===== src/rtl/pwm_audio_out.sv =====
// PWM audio sink: synchronises the enable, buffers one sample behind a ready/valid handshake and
// drives a 1-bit PWM output with soft start/stop duty ramps and underrun counting.
module pwm_audio_out #(
    parameter int unsigned DATA_W    = 8,
    parameter int unsigned RAMP_STEP = 1
) (
    input  logic              clk,
    input  logic              rst,
    input  logic              en,
    input  logic [DATA_W-1:0] sample,
    input  logic              sample_valid,
    output logic              sample_ready,
    output logic              pwm_out,
    output logic              amp_en,
    output logic [7:0]        underrun_cnt
);

    typedef enum logic [1:0] {
        StOff,
        StRampUp,
        StRun,
        StRampDown
    } state_e;

    localparam logic [DATA_W-1:0] CntMax  = '1;
    localparam logic [DATA_W:0]   DutyMid = (DATA_W + 1)'(2 ** (DATA_W - 1));
    localparam logic [DATA_W:0]   StepW   = (DATA_W + 1)'(RAMP_STEP);

    state_e              state_q, state_d;
    logic [DATA_W-1:0]   cnt_q, cnt_d;
    logic [DATA_W-1:0]   duty_q, duty_d;
    logic [DATA_W-1:0]   hold_q, hold_d;
    logic                full_q, full_d;
    logic [7:0]          underrun_q, underrun_d;
    logic                pwm_q, pwm_d;
    logic                en_meta_q, en_s_q;

    logic                wrap;
    logic                accept;
    logic [DATA_W:0]     duty_up;
    logic [DATA_W-1:0]   duty_dn;

    always_ff @(posedge clk or posedge rst) begin
        if (rst) begin
            state_q    <= StOff;
            cnt_q      <= '0;
            duty_q     <= '0;
            hold_q     <= '0;
            full_q     <= 1'b0;
            underrun_q <= '0;
            pwm_q      <= 1'b0;
            en_meta_q  <= 1'b0;
            en_s_q     <= 1'b0;
        end else begin
            state_q    <= state_d;
            cnt_q      <= cnt_d;
            duty_q     <= duty_d;
            hold_q     <= hold_d;
            full_q     <= full_d;
            underrun_q <= underrun_d;
            pwm_q      <= pwm_d;
            en_meta_q  <= en;
            en_s_q     <= en_meta_q;
        end
    end

    assign wrap         = (state_q != StOff) && (cnt_q == CntMax);
    assign sample_ready = (state_q == StRun) && !full_q;
    assign accept       = sample_valid && sample_ready;
    assign duty_up      = {1'b0, duty_q} + StepW;

    always_comb begin
        duty_dn = '0;
        if ({1'b0, duty_q} > StepW) begin
            duty_dn = duty_q - StepW[DATA_W-1:0];
        end
    end

    always_comb begin
        state_d    = state_q;
        cnt_d      = cnt_q + DATA_W'(1);
        duty_d     = duty_q;
        hold_d     = hold_q;
        full_d     = full_q;
        underrun_d = underrun_q;

        if (accept) begin
            hold_d = sample;
            full_d = 1'b1;
        end

        unique case (state_q)
            StOff: begin
                cnt_d  = '0;
                duty_d = '0;
                full_d = 1'b0;
                if (en_s_q) begin
                    state_d = StRampUp;
                end
            end
            StRampUp: begin
                if (wrap) begin
                    if (!en_s_q) begin
                        state_d = StRampDown;
                    end else if (duty_up >= DutyMid) begin
                        duty_d  = DutyMid[DATA_W-1:0];
                        state_d = StRun;
                    end else begin
                        duty_d = duty_up[DATA_W-1:0];
                    end
                end
            end
            StRun: begin
                if (wrap) begin
                    if (!en_s_q) begin
                        // Pending sample is dropped so a later RUN never plays stale audio.
                        state_d = StRampDown;
                        full_d  = 1'b0;
                    end else if (full_q) begin
                        duty_d = hold_q;
                        full_d = 1'b0;
                    end else if (underrun_q != 8'hFF) begin
                        underrun_d = underrun_q + 8'd1;
                    end
                end
            end
            StRampDown: begin
                if (wrap) begin
                    if (en_s_q) begin
                        state_d = StRampUp;
                    end else if (duty_dn == '0) begin
                        duty_d  = '0;
                        state_d = StOff;
                    end else begin
                        duty_d = duty_dn;
                    end
                end
            end
            default: state_d = StOff;
        endcase

        pwm_d = (state_q != StOff) && (cnt_q < duty_q);
    end

    assign pwm_out      = pwm_q;
    assign amp_en       = (state_q != StOff);
    assign underrun_cnt = underrun_q;

endmodule


===== config.mk =====
export PLATFORM = sky130hd
export DESIGN_NAME = pwm_audio_out
export DESIGN_NICKNAME = d
export VERILOG_FILES = /design/src/rtl/pwm_audio_out.sv
export SDC_FILE = /design/constraint.sdc
export NUM_CORES = 1
export LEC_CHECK = 0
export BUFFER_PORTS_ARGS = -buffer_cell sky130_fd_sc_hd__clkbuf_2
export CORE_MARGIN = 1
export CORE_UTILIZATION = 25
export CTS_BUF_LIST = sky130_fd_sc_hd__clkbuf_4 sky130_fd_sc_hd__clkbuf_8 sky130_fd_sc_hd__clkbuf_16
export DETAILED_ROUTE_END_ITERATION = 10
export GPL_ROUTABILITY_DRIVEN = 0
export GPL_TIMING_DRIVEN = 0
export HOLD_SLACK_MARGIN = 0.05
export SYNTH_ARGS = -nofsm -noshare
export SYNTH_HDL_FRONTEND = slang
export SYNTH_SLANG_ARGS = --single-unit

===== constraint.sdc =====
create_clock -name clk -period 2.6 [get_ports clk]
set_input_delay 0.65 -clock clk [delete_from_list [all_inputs] [get_ports clk]]
set_output_delay 0.65 -clock clk [all_outputs]
set_load 0.1 [all_outputs]

* Yosys cells after proc, flatten, opt, wreduce, memory -nomap -nowiden *
Cells that the tools add are included.

word-level totals
  register bits = 38
  input port bits = 12
  output and inout bits = 11
  logic and storage cells = 71

operators by class
  $add $sub $neg = 4
  magnitude comparators = 3
  eq/ne operators = 16
  multiplexer cells = 27
  bitwise gates (word level) = 1
  reductions and logical operators = 11

operator list
  operator                                                                         count
  8-bit two-way mux                                                                11
  8-bit case mux with 4 select lines                                               1
  2-bit two-way mux                                                                9
  2-bit != test, second input constant                                             9
  8-bit by 1-bit adder with 8-bit output, second input constant                    2
  7-bit AND reduction                                                              2
  8-bit by 1-bit adder with 9-bit output, second input constant                    1
  9-bit by 8-bit >= comparator with 1-bit output, second input constant            1
  8-bit == test, second input constant                                             1
  8-bit by 1-bit greater-than comparator with 1-bit output, second input constant  1
  8-bit zero test                                                                  1
  8-bit less-than comparator                                                       1
  8-bit != test, second input constant                                             1
  2-bit case mux with 4 select lines                                               1
  8-bit by 1-bit subtractor with 8-bit output, second input constant               1
  3-bit != test, second input constant                                             2
  5-bit AND reduction                                                              1
  2-bit == test, second input constant                                             2
  1-bit logical AND                                                                4
  1-bit two-way mux                                                                4
  2-bit by 1-bit == test with 1-bit output, second input constant                  1
  2-bit zero test                                                                  1
  1-bit case mux with 2 select lines                                               1
  2-bit nonzero test                                                               1
  2 further kinds                                                                  2

* Logic depth before layout (Yosys ltp) *
Gate-level depths: netlist of the first run.

  depth after elaboration = 8
  gate-level depth with buffers = 9
  gate-level depth less buffers = 7

* Least setup slack after synthesis of the first run *
Ideal clock, no wire load.

  kind = register to register
  start = register state_q[0]
  end = register hold_q[0]
  setup time = 0.125 ns
  arrival = 3.084 ns
  required time = 2.475 ns
  setup slack = -0.609 ns
  stages on the path, launching flop included = 6
  buffers on the path = 0
  period minus slack after synthesis = 3.209 ns
  cells stage by stage = dfrtp_1 > inv_1 > ha_1 > nor2b_1 > nand2_1 > mux2_2

on the way
  longest elaborated chain between the ends = 3

RTL lines
  what                    RTL line  RTL
  from (decl)             29        state_e state_q, state_d;
  from (signal assigned)  45        state_q <= StOff;
  from (signal assigned)  55        state_q <= state_d;
  2-bit == test           68        assign sample_ready = (state_q == StRun) && !full_q;
  1-bit logical AND       68
  via sample_ready        12        output logic sample_ready,
  1-bit logical AND       69        assign accept = sample_valid && sample_ready;
  to (signal assigned)    58        hold_q <= hold_d;
  to (decl)               32        logic [DATA_W-1:0] hold_q, hold_d;

The timed path passes the listed nets, and every way through them passes these cells.
A chain may end at the register's enable or synchronous reset.

* Worst setup path after layout of the first run *
  start = register state_q[0]
  end = output sample_ready

on the way
  longest elaborated chain between the ends = 2

RTL lines
  what               RTL line
  2-bit == test      68
  1-bit logical AND  68
  to (decl)          12

Every way passes these cells.

==> results of run 1 <==
## metrics by stage
step / hold slack, ps / instances
after global placement: 337 / 401
final: 352 / 409
after floorplan: 331 / 250
after CTS: 352 / 409
after detailed placement: 336 / 401
after global routing: 356 / 409
## repair_timing
item,4_1_cts,5_1_grt
hold endpoints to repair,0,0
resized for setup,0,2
hold buffers,0,0
setup endpoints to repair,0,1
buffers inserted,0,0
## cells by family (layout without fill, tap and decap cells)
kind of cell | count (synthesis) | in the layout
compound gates | 64 | 64
xor+xnor | 12 | 12
fa+ha+maj | 16 | 16
buf+inv | 24 | 54
flops | 38 | 38
mux | 11 | 11
simple gates | 85 | 85
## state kept, by name (all words and copies together) (netlist names)
name	count
en_s_q	1
hold_q	8
en_meta_q	1
underrun_cnt	8
duty_q	8
pwm_out	1
state_q	2
full_q	1
cnt_q	8
## placed cells by master (no fill, tap or decap), types with 3 or more instances in the layout
cell,count
a21oi_1,11
and2_1,3
ha_1,16
nand2_1,20
o211ai_1,3
a211oi_1,3
mux2_2,8
o21ai_0,14
a21o_1,4
clkbuf_8,6
a31oi_1,4
inv_1,12
dfrtp_1,38
xnor2_1,6
nor2_1,13
o31ai_1,5
a221oi_1,3
or3_1,5
clkbuf_1,6
nor3_1,8
o22ai_1,3
nand3_1,11
xor2_1,6
nand4_1,7
clkbuf_2,23
## routing by layer
metal / track usage / vias up / routed length, um
met4: 0.0452 / 0 / 92
li1: - / 981 / -
met5: 0 / - / 0
met3: 0.0211 / 11 / 275
met2: 0.189 / 65 / 2510
met1: 0.158 / 930 / 2590
## synthesized netlist by cell type (all sizes together) (3+ instances only)
cell type	n	area, sq um
dfrtp	38	951
nand2	20	75.1
ha	16	200
o21ai	14	70.1
inv	13	48.8
nor2	13	48.8
a21oi	12	63.8
nand3	11	55.1
mux2	9	101
nor3	8	40.0
clkbuf	7	26.3
nand4	7	43.8
o31ai	6	58.8
or3	6	42.5
xnor2	6	52.6
xor2	6	52.6
a211oi	4	35.0
a21o	4	30.0
a31oi	4	25.0
buf	4	32.5
a221oi	3	26.3
and2	3	18.8
and4	3	27.5
nor2b	3	18.8
o211ai	3	22.5
o22ai	3	18.8
## where the power goes
group | leakage [nW] | internal, mW | switching (mW) | total [mW]
Sequential | 0.490 | 0.760 | 0.142 | 0.901
Combinational | 0.649 | 0.581 | 0.969 | 1.55
Clock | 0.0714 | 0.409 | 0.215 | 0.624
Total | 1.21 | 1.75 | 1.33 | 3.08
## area by class of cell
cell class,instances,area (sq um)
Multi-Input combinational cell,188,1320
Buffer,11,60.1
Tap cell,129,161
Timing Repair Buffer,22,110
Fill cell,974,6440
Clock buffer,6,82.6
Clock inverter,2,60.1
Sequential cell,38,951
Inverter,13,48.8
## how the worst min path moves through the flow
| stage | start | end | slack, ps | depth (start not counted) |
|---|---|---|---|---|
| after floorplan | en_meta_q | en_s_q | 330 | 0 |
| after global placement | en_meta_q | en_s_q | 340 | 0 |
| after detailed placement | en_meta_q | en_s_q | 340 | 0 |
| after CTS | en_meta_q | en_s_q | 350 | 0 |
| after global routing | en_meta_q | en_s_q | 360 | 0 |
| final | en_meta_q | en_s_q | 350 | 0 |
## worst max-delay path, stage by stage (launching register included)
cell and delay, ps:
dfrtp_1 410, inv_1 90, ha_1 250, nor2b_2 290, clkbuf_2 500
==> results.py, run 1 <==
metrics = {
    "synthesis": {
        "synth_mux_area_frac": 0.0510,
        "synthesis.area_sq_um": 2380,
        "yosysSeqAreaShare": 0.400,
        "synth_seq_cells": 38,
        "ys_async_sr_fraction": 1.00,
        "synth-compound-area-share": 0.188,
        "syn_inst": 250,
        "synth_edf_count": 0,
        "synth_xor_xnor_area_share": 0.0442,
        "synth-simple-area-share": 0.188,
        "synthFlopType": "dfrtp_1",
        "syn_area_per_cell_sq_um": 9.52,
        "synth.yosys.warnings": 0,
        "synth_cell_type_count": 53,
        "synth_adder_area_share": 0.0841,
        "synth_top_family_by_area": "simple AND/OR/NAND/NOR gates",
        "synth_nets": 278,
    },
    "finish": {
        "design_area_sq_um": 2800,
        "layout.nets": 307,
        "n_antenna_cell": 0,
        "syn_to_final_growth_pct": 17.6,
        "drive_above_1_share": 0.182,
        "utilization": 0.303,
    },
    "power": {
        "power_density_nw_per_um2": 1100,
        "power_leakage_nw": 1.21,
        "irDropWorstVdd_mv": 0.487,
        "power_mw": 3.08,
    },
    "setup_path": {
        "cp_max_fo": 6,
        "crit_start": "state_q[0]",
        "end_kind": "primary output",
        "worstSetupStartpointType": "register",
        "ff2ff_setup_slack_ps": 190,
        "critPathRequiredTime_ps": 1950,
        "worst-endpoint-arrival_ps": 1840,
        "ff2ff_path_depth": 8,
        "r2r_end": "state_q[1]",
        "critPathCapture": "sample_ready",
        "timing.rr.start": "duty_q[0]",
        "crit_type": "register to primary output",
    },
    "flow_run": {
        "drv_cap": 0,
    },
    "grt": {
        "antenna_found_initial": 0,
        "globalRouteOverflowTotal": 0,
        "grtUsageTotal": 0.118,
        "grt_pass1_wl_mm": 9.27,
        "grt_pass1_vias": 1927,
        "grt_max_degree": 39,
    },
    "placement": {
        "placed_area_sq_um": 2650,
        "hpwlAfterDp_mm": 4.04,
        "pre_cts_ws_ps": 159,
        "io_buffers": 22,
    },
    "sta": {
        "setup_viol": 0,
        "setup-tns-final_ps": 0,
        "layout_setup_ws_ps": 112,
        "timing.fmax_mhz": 402,
        "min_period_ps": 2490,
        "hold_viol_final": 0,
        "finalClockSkew_ps": 10.8,
        "finalCritPeriodShare": 0.957,
        "tightest_slew_ps": 809,
        "rsz0062_at_grt": "no",
        "relSlewSlack": 0.460,
        "maxSlewViolCount": 0,
    },
    "clocking": {
        "h-tree-depth": 2,
        "clkSlewWorstSetupHoldPaths_ps": 70,
        "cts-buffers-inserted": 5,
        "cts_tree": "built",
        "clock-sinks": 38,
        "ctsLongestPathBuffers": 2,
        "cts_root_buf": "clkbuf_8",
        "insertion_delay_ps": 300,
    },
    "run_status": {
        "status": "complete, no violations",
    },
    "floorplanning": {
        "coreArea_sq_um": 9240,
        "die_area_sq_um": 9910,
        "fp.dieW_um": 99.6,
        "ioPinCount": 23,
        "start_util": 0.258,
        "die_h_um": 99.6,
        "rows": 35,
    },
    "routing": {
        "drt_wl_total_mm": 5.47,
        "drc": 0,
        "ant_nets": 0,
        "drt-initial-drc-count": 179,
        "wl_per_cell_um": 13.4,
        "vias_per_cell": 4.86,
        "firstDrtPassIters": 4,
        "num_vias": 1987,
    },
    "min_path": {
        "worstHoldPathType": "register to register",
    },
}
Note: power is estimated with default switching activity, not from simulation.
==> run 2: changes to the inputs <==
- ABC_AREA: unset -> 1
- CORE_ASPECT_RATIO: unset -> 1.2
==> run 2 against run 1 <==
Effect of this change:
- core utilization down 0.068 points
- total power up 6.3%
- critical path depth up 1
- clock power down 5.8%
- via count up 11%
- non-clock buffer count down 5
- combinational power up 16%
- hold slack worse by 4.3 ps
- cell count up 17%
- worst setup slack better by 36 ps
- sequential share of layout area down 1.2 points
- critical path type unchanged
- largest power group unchanged
==> results.py, run 2 <==
metrics = {
    "sta": {
        "tightest_slew_ps": 814,
        "min_period_ps": 2450,
        "relSlewSlack": 0.456,
        "setup_viol": 0,
        "rsz0062_at_grt": "no",
        "timing.fmax_mhz": 408,
        "hold_viol_final": 0,
        "finalCritPeriodShare": 0.943,
        "finalClockSkew_ps": 3.69,
        "setup-tns-final_ps": 0,
        "maxSlewViolCount": 0,
    },
    "synthesis": {
        "synth_top_cell_by_area": "dfrtp_1",
        "synthFlopType": "dfrtp_1",
        "synth_edf_count": 0,
        "syn_inst": 326,
        "synth_seq_cells": 38,
        "synth_top_area_frac": 0.381,
        "synth_common_cells": "nand2_1 (81), dfrtp_1 (38), inv_1 (38)",
        "syn_area_per_cell_sq_um": 7.66,
        "synth_cell_type_count": 35,
        "synth_nets": 354,
        "synthesis.area_sq_um": 2500,
        "ys_async_sr_fraction": 1.00,
        "yosysSeqAreaShare": 0.381,
        "yosysMostFrequentCell": "nand2_1",
        "yosys-top-cells-area": "dfrtp_1 (38%), nand2_1 (12%), ha_1 (8.0%)",
        "synth.yosys.warnings": 0,
    },
    "grt": {
        "grt_pass1_wl_mm": 10.1,
        "antenna_found_initial": 0,
        "grt_max_degree": 39,
        "grt_pass1_vias": 2152,
        "globalRouteOverflowTotal": 0,
        "grtUsageTotal": 0.120,
    },
    "power": {
        "power_leakage_nw": 1.44,
        "irDropWorstVdd_mv": 0.631,
        "power_density_nw_per_um2": 1130,
    },
    "routing": {
        "firstDrtPassIters": 4,
        "vias_per_cell": 4.61,
        "num_vias": 2203,
        "wl_per_cell_um": 12.4,
        "drt_wl_total_mm": 5.92,
        "ant_nets": 0,
        "drc": 0,
        "drt-initial-drc-count": 158,
    },
    "setup_path": {
        "critPathBufInv": 4,
        "worst-endpoint-arrival_ps": 1800,
        "worstSetupStartpointType": "register",
        "end_kind": "primary output",
        "crit_type": "register to primary output",
        "critPathRequiredTime_ps": 1950,
        "timing.rr.start": "duty_q[1]",
        "cpLargestDelayFamily": "buffers and inverters",
        "cp_max_fo": 9,
        "crit_start": "state_q[0]",
        "critical-path-slowest-cell": "clkbuf_2",
        "crit_chain": "inv_1 -> ha_1 -> buf_2 -> inv_1 -> clkbuf_2",
        "cp_common_cell": "inv_1",
        "cpPeakStageDelay_ps": 490,
    },
    "finish": {
        "n_antenna_cell": 0,
        "final_cell_mix": "nand2_1 (81), dfrtp_1 (38), inv_1 (37)",
        "syn_to_final_growth_pct": 16.3,
        "drive_above_1_share": 0.166,
        "layout.nets": 383,
        "utilization": 0.302,
        "layout_commonest_cell": "nand2_1",
    },
    "floorplanning": {
        "start_util": 0.260,
        "die_h_um": 111,
        "coreArea_sq_um": 9610,
        "die_area_sq_um": 10400,
        "rows": 39,
        "ioPinCount": 23,
        "fp.dieW_um": 93.2,
    },
    "clocking": {
        "ctsLongestPathBuffers": 2,
        "clock-sinks": 38,
        "hold_buffers": 0,
        "cts_resized": 0,
        "insertion_delay_ps": 280,
        "cts_tree": "built",
        "h-tree-depth": 2,
        "post_cts_buffers": 0,
        "cts-buffers-inserted": 5,
        "clkSlewWorstSetupHoldPaths_ps": 50,
        "cts_root_buf": "clkbuf_16",
    },
    "placement": {
        "hpwlAfterDp_mm": 4.50,
        "io_buffers": 22,
    },
    "run_status": {
        "status": "complete, no violations",
    },
    "min_path": {
        "worstHoldPathType": "register to register",
        "hold_start": "en_meta_q",
    },
    "flow_run": {
        "drv_cap": 0,
    },
}
## run 2: cell count changes in the layout (fill, tap and decap cells not counted), sizes merged, moves of 4 or more
cell | before | now
nand2 | 20 | 84
inv | 13 | 41
nor2 | 13 | 36
o21ai | 14 | 31
nand3 | 11 | 25
mux2 | 9 | 0
clkbuf | 35 | 29
or3 | 6 | 0
a21o | 4 | 0
## run 2: per-stage QoR
step	cells	power (mW)	hold slack, ps	setup slack, ps	instance area (sq um)
floorplan	326	2.27	331	61.3	2500
global placement	471	2.65	336	373	2760
detailed placement	471	2.67	338	339	2760
CTS	478	3.28	350	34.0	2900
global route	478	3.53	357	23.8	2900
finish	478	3.27	347	148	2900
## run 2: cell type report
cell class	instances	area, sq um
flip-flops and latches	38	951
inverters	42	159
well taps	123	154
multi-input cells	240	1340
plain buffers	6	45.0
repair buffers	22	113
fillers	1054	6710
clock buffers	7	140
## run 2: final timing paths
kind | end | slack, ps | cells past startpoint
hold reg to reg | en_s_q | 350 | 0
setup reg to reg | state_q[1] | 480 | 13
max in group asynchronous | hold_q[4] | 1560 | 2
setup / recovery | amp_en | 150 | 5
hold / removal | en_s_q | 350 | 0
min in group asynchronous | cnt_q[4] | 520 | 2
## run 2: power by group
part | total [mW] | internal [mW] | switching (mW)
logic | 1.80 | 0.553 | 1.25
registers | 0.879 | 0.750 | 0.129
clock network | 0.588 | 0.371 | 0.217
## run 2: cell families after synthesis
kind of cell             count (synthesis)  synth area share
flip-flops                              38             0.381
AO/OA/AOI/OAI                           54             0.121
adder cells (fa/ha/maj)                 16            0.0802
buffers and inverters                   48            0.0817
XOR/XNOR                                 8            0.0281
AND/OR/NAND/NOR                        162             0.308
## run 2: routing by layer
| metal | wire length, um | up-vias | track usage | share of wire |
|---|---|---|---|---|
| li1 | - | 1118 | - | - |
| met5 | 0 | - | 0 | 0 |
| met4 | 109 | 0 | 0.0431 | 0.018 |
| met3 | 127 | 9 | 0.0198 | 0.021 |
| met2 | 3050 | 38 | 0.216 | 0.51 |
| met1 | 2630 | 1038 | 0.142 | 0.44 |
